[config.mk]
export PLATFORM = sky130hd
export DESIGN_NAME = dmem_arbiter
export DESIGN_NICKNAME = d
export VERILOG_FILES = /design/src/rtl/dmem_arb_pkg.sv /design/src/rtl/rr_arb2.sv /design/src/rtl/dmem_arbiter.sv
export SDC_FILE = /design/constraint.sdc
export NUM_CORES = 1
export LEC_CHECK = 0
export BUFFER_PORTS_ARGS = -buffer_cell sky130_fd_sc_hd__buf_4
export CORE_MARGIN = 3
export CORE_UTILIZATION = 29
export DETAILED_ROUTE_END_ITERATION = 8
export HOLD_SLACK_MARGIN = 0.1
export PLACE_DENSITY_LB_ADDON = 0.3
export SLEW_MARGIN = 20
export SYNTH_ARGS = -nofsm -noshare
export SYNTH_HDL_FRONTEND = slang
export SYNTH_HIERARCHICAL = 1
export SYNTH_SLANG_ARGS = --single-unit
[constraint.sdc]
create_clock -name clock -period 3.13 [get_ports clock]
set_clock_uncertainty 0.1 [all_clocks]
set_input_delay 0.626 -clock clock [delete_from_list [all_inputs] [get_ports clock]]
set_output_delay 0.626 -clock clock [all_outputs]
set_load 0.05 [all_outputs]
[src/rtl/dmem_arb_pkg.sv]
// Shared types and constants for the two-requester data memory arbiter.
package dmem_arb_pkg;

  typedef enum logic [1:0] {
    StIdle   = 2'd0,
    StAccess = 2'd1,
    StDone   = 2'd2
  } state_e;

  localparam logic M0 = 1'b0;
  localparam logic M1 = 1'b1;

  localparam int unsigned DataWidth = 16;

endpackage

[src/rtl/rr_arb2.sv]
// Combinational two-way round-robin picker; on a tie the requester not served last wins.
module rr_arb2
  import dmem_arb_pkg::*;
(
  input  logic [1:0] req,
  input  logic       last_served,
  output logic       grant_valid,
  output logic       grant_idx
);

  always_comb begin
    grant_valid = |req;
    grant_idx   = M0;
    unique case (req)
      2'b01:   grant_idx = M0;
      2'b10:   grant_idx = M1;
      2'b11:   grant_idx = ~last_served;
      default: grant_idx = M0;
    endcase
  end

endmodule

[src/rtl/dmem_arbiter.sv]
// Arbitrates CPU (m0) and loader (m1) onto one data memory/IO port, one access per 3 cycles.
module dmem_arbiter
  import dmem_arb_pkg::*;
(
  input  logic                 clock,
  input  logic                 reset_n,
  input  logic                 m0_req,
  input  logic                 m1_req,
  input  logic                 m0_write,
  input  logic                 m1_write,
  input  logic [DataWidth-1:0] m0_addr,
  input  logic [DataWidth-1:0] m1_addr,
  input  logic [DataWidth-1:0] m0_wdata,
  input  logic [DataWidth-1:0] m1_wdata,
  output logic                 m0_ack,
  output logic                 m1_ack,
  output logic [DataWidth-1:0] m0_rdata,
  output logic [DataWidth-1:0] m1_rdata,
  output logic [DataWidth-1:0] mem_addr,
  output logic [DataWidth-1:0] mem_wdata,
  output logic                 mem_read,
  output logic                 mem_write,
  input  logic [DataWidth-1:0] mem_rdata,
  output logic                 owner
);

  state_e               state_q, state_d;
  logic                 last_served_q;
  logic                 owner_q;
  logic                 cmd_write_q;
  logic [DataWidth-1:0] cmd_addr_q;
  logic [DataWidth-1:0] cmd_wdata_q;
  logic [DataWidth-1:0] m0_rdata_q;
  logic [DataWidth-1:0] m1_rdata_q;
  logic                 grant_valid;
  logic                 grant_idx;
  logic                 start;

  rr_arb2 u_rr_arb2 (
    .req         ({m1_req, m0_req}),
    .last_served (last_served_q),
    .grant_valid (grant_valid),
    .grant_idx   (grant_idx)
  );

  assign start = (state_q == StIdle) && grant_valid;

  always_comb begin
    state_d = state_q;
    unique case (state_q)
      StIdle:   if (grant_valid) state_d = StAccess;
      StAccess: state_d = StDone;
      StDone:   state_d = StIdle;
      default:  state_d = StIdle;
    endcase
  end

  always_ff @(posedge clock) begin
    if (!reset_n) begin
      state_q       <= StIdle;
      last_served_q <= M1;
      owner_q       <= M0;
      cmd_write_q   <= 1'b0;
      cmd_addr_q    <= '0;
      cmd_wdata_q   <= '0;
      m0_rdata_q    <= '0;
      m1_rdata_q    <= '0;
    end else begin
      state_q <= state_d;
      if (start) begin
        last_served_q <= grant_idx;
        owner_q       <= grant_idx;
        cmd_write_q   <= (grant_idx == M1) ? m1_write : m0_write;
        cmd_addr_q    <= (grant_idx == M1) ? m1_addr  : m0_addr;
        cmd_wdata_q   <= (grant_idx == M1) ? m1_wdata : m0_wdata;
      end
      if ((state_q == StAccess) && !cmd_write_q) begin
        if (owner_q == M1) m1_rdata_q <= mem_rdata;
        else               m0_rdata_q <= mem_rdata;
      end
    end
  end

  always_comb begin
    mem_addr  = '0;
    mem_wdata = '0;
    mem_read  = 1'b0;
    mem_write = 1'b0;
    if (state_q == StAccess) begin
      mem_addr  = cmd_addr_q;
      mem_wdata = cmd_wdata_q;
      mem_read  = !cmd_write_q;
      // Reset may land mid-access; the write must not commit at that edge.
      mem_write = cmd_write_q && reset_n;
    end
  end

  assign m0_ack   = (state_q == StDone) && (owner_q == M0);
  assign m1_ack   = (state_q == StDone) && (owner_q == M1);
  assign m0_rdata = m0_rdata_q;
  assign m1_rdata = m1_rdata_q;
  assign owner    = owner_q;

endmodule

==> impl_metrics.csv <==
group,metric,value,unit
critical_path,crit_path_end_kind,"output pin",
status,status,"complete, no violations",
critical_path,cp_cell_sequence,"nor2b_2 -> buf_4 -> and2_1 -> buf_4",
global_routing,antenna_found_initial,0,
timing,slew_violations,0,
layout,antenna_cells,0,
clock_tree,clk_latency,0.33,ns
worst_hold_path,worstHoldStart,"cmd_wdata_q[5]$_SDFFE_PN0P_",
critical_path,path_max_fanout,22,
power_and_ir_drop,pwr-share-seq,43.8,%
clock_tree,cts_resized,0,
global_routing,grtUsageTotal,13.24,%
critical_path,critPathMaxStageDelay,0.43,ns
job,maxCapViolCount,0,
synthesis,synthFlopType,"dfxtp_1",
floorplanning,rows,36,
route,via_per_inst,4.565,
placed_design,dp_hpwl,5.649,mm
placed_design,globalplace.congestion,0.6843,
timing,setup-tns-final,0,ns
clock_tree,cts_root_buf,"clkbuf_8",
route,routedWlPerCell,13.08,um
critical_path,cp_data_arrival_time,1.85,ns
timing,worst_pin_slew,0.9730,ns
critical_path,cp.required,2.40,ns
route,via_count,2698,
power_and_ir_drop,pwr-share-clk,35.2,%
clock_tree,htreeDepth,3,
layout,layout-drive-gt1-share,41.27,%
route,first_pass_iters,5,
power_and_ir_drop,leakage,1.969,nW
timing,fmax,387.6,MHz
power_and_ir_drop,p_int,0.001586,W
synthesis,yosys.area.top_type,"dfxtp_1",
power_and_ir_drop,ir_drop,0.2122,mV
synthesis,synth-seq-cells,69,
floorplanning,chipWidth,107.4,um
route,drt_iter0_markers,107,
clock_tree,cts_tree,"done",
power_and_ir_drop,switchingPower,0.0006473,W
clock_tree,hold_buffers,0,
route,drc_errors,0,
critical_path,slowest_stage,"nor2b_2",
timing,fin_crit_sh,82.43,%
floorplanning,dieArea,11540,sq um
timing,maxSlewHeadroom,35.13,%
synthesis,async_flop_share,0,%
route,antenna_left,0,
synthesis,synth_most_common_cell,"dfxtp_1",
synthesis,synth_top_area_share,46.29,%
placed_design,io_buffers,154,
synthesis,ys.warnings.count,6,
floorplanning,core-area,9910,sq um
power_and_ir_drop,combPwrFrac,21.0,%
synthesis,netlist_top_cells_area,"dfxtp_1 46%, mux2i_1 11%, o2bb2ai_1 9.7%",
synthesis,synth_cell_types,26,
power_and_ir_drop,swShare,28.99,%
worst_hold_path,min_path_type,"flop to flop",
critical_path,worstSetupPathType,"flop to output pin",
synthesis,syn-num-nets,398,
synthesis,synth-seq-area-share,46.29,%
critical_path,worstSetupStartpoint,"state_q[0]$_SDFFE_PN0P_",
clock_tree,cts.path.max_buffers,2,
power_and_ir_drop,p_per_area,505.7,nW/um^2
layout,final_nets,539,
timing,rsz0062_at_grt,"no",
floorplanning,die_h,107.4,um
global_routing,grt_max_degree,70,
critical_path,cp_common_cell,"buf_4",
critical_path,startpoint_type,"flop",
synthesis,synth_common_cells,"69 x dfxtp_1, 35 x nand3_1, 34 x nand2_1",
clock_tree,clock-sinks,69,
timing,hold_viol_final,0,
synthesis,syn_avg_cell_area,9.564,sq um
timing,setup_viol,0,
timing,min_period,2.580,ns
clock_tree,clkTransAtPathRegs,0.08,ns
clock_tree,post_cts_buffers,0,
floorplanning,initial_core_util,30.11,%
synthesis,synth_edf_count,0,
floorplanning,io_pins,155,
synthesis,synthesis.area,2984,sq um
global_routing,grt_pass1_vias,2584,
critical_path,timing.rr.start,"state_q[0]$_SDFFE_PN0P_",
global_routing,grt_remaining_overflow,0,
layout,area_growth,47.97,%
global_routing,grt_first_pass_wirelength,12.16,mm
clock_tree,cts_buffers,9,
synthesis,syn-instance-count,312,
power_and_ir_drop,p_total,0.002233,W
route,finalWirelength,7.733,mm
[flip-flops by register name (all words and copies together), names as in the netlist]
signal	flops
m1_rdata	16
last_served_q	1
cmd_wdata_q	16
owner	1
state_q	2
cmd_addr_q	16
cmd_write_q	1
m0_rdata	16
[worst max-delay path, delay by kind of cell, from the launching register on]
kind          cells  cell delay [ns]
simple gates      2             0.60
buf+inv           2             0.51
flops             1             0.41
[power by group through the flow]
stage | clock network [W] | logic (W) | registers, W
after floorplan | 0 | 0.000250 | 0.00105
after global placement | 0 | 0.000467 | 0.000999
after detailed placement | 0 | 0.000475 | 0.000996
after CTS | 0.000819 | 0.000476 | 0.000978
after global routing | 0.000856 | 0.000505 | 0.000987
final | 0.000786 | 0.000470 | 0.000977
[layout by cell type (no fill, tap or decap), types with 2 or more instances in the layout]
cell type and count:
bufinv_16 2, o21ai_1 6, and2_1 33, clkinv_4 2, o21ai_2 10, nand2_1 34
mux2i_1 33, buf_4 158, o2bb2ai_1 33, dfxtp_1 69, nand3_1 35, o21ai_0 16
clkinv_2 2, clkbuf_8 9
[layout make-up]
type	instances	area, sq um
Multi-Input combinational cell	213	1443
Fill cell	995	5494
Sequential cell	69	1381
Timing Repair Buffer	159	1206
Inverter	1	3.754
Clock inverter	6	87.58
Tap cell	133	166.4
Clock buffer	10	127.6
[through the flow]
step	hold slack, ns	instances	utilization [%]	area (sq um)	setup WS [ns]
6_report	0.3561	591	44.56	4415	0.5498
5_1_grt	0.3797	591	44.56	4415	0.3925
4_1_cts	0.3597	591	44.56	4415	0.5068
3_5_place_dp	0.3386	575	42.39	4200	0.8977
3_3_place_gp	0.3399	575	42.39	4200	0.9783
2_1_floorplan	0.3242	312	-	2984	0.6777
[path summary, 6_finish.rpt]
check	cells past startpoint	endpoint	slack (ns)
min	1	cmd_wdata_q[5]$_SDFFE_PN0P_	0.36
min reg2reg	1	cmd_wdata_q[5]$_SDFFE_PN0P_	0.36
max reg2reg	3	m0_rdata[11]$_SDFFE_PN0P_	1.18
max	4	mem_wdata[2]	0.55
[cells by family (layout without fill, tap and decap cells)]
group / count (synthesis) / after routing / synth area share (%)
flip-flops: 69 / 69 / 46.29
AO/OA/AOI/OAI: 67 / 67 / 16.81
multiplexers: 33 / 33 / 11.07
buffers and inverters: 30 / 176 / 5.828
AND/OR/NAND/NOR: 113 / 113 / 20.00
[routing by layer]
metal | global-route usage (%) | vias up | routed length (um)
li1 | - | 1384 | -
met1 | 15.90 | 1213 | 3425
met2 | 22.12 | 99 | 3625
met3 | 5.519 | 2 | 651
met4 | 2.976 | 0 | 29
met5 | 0 | - | 0
No activity file was read; power rests on OpenSTA's default activity.
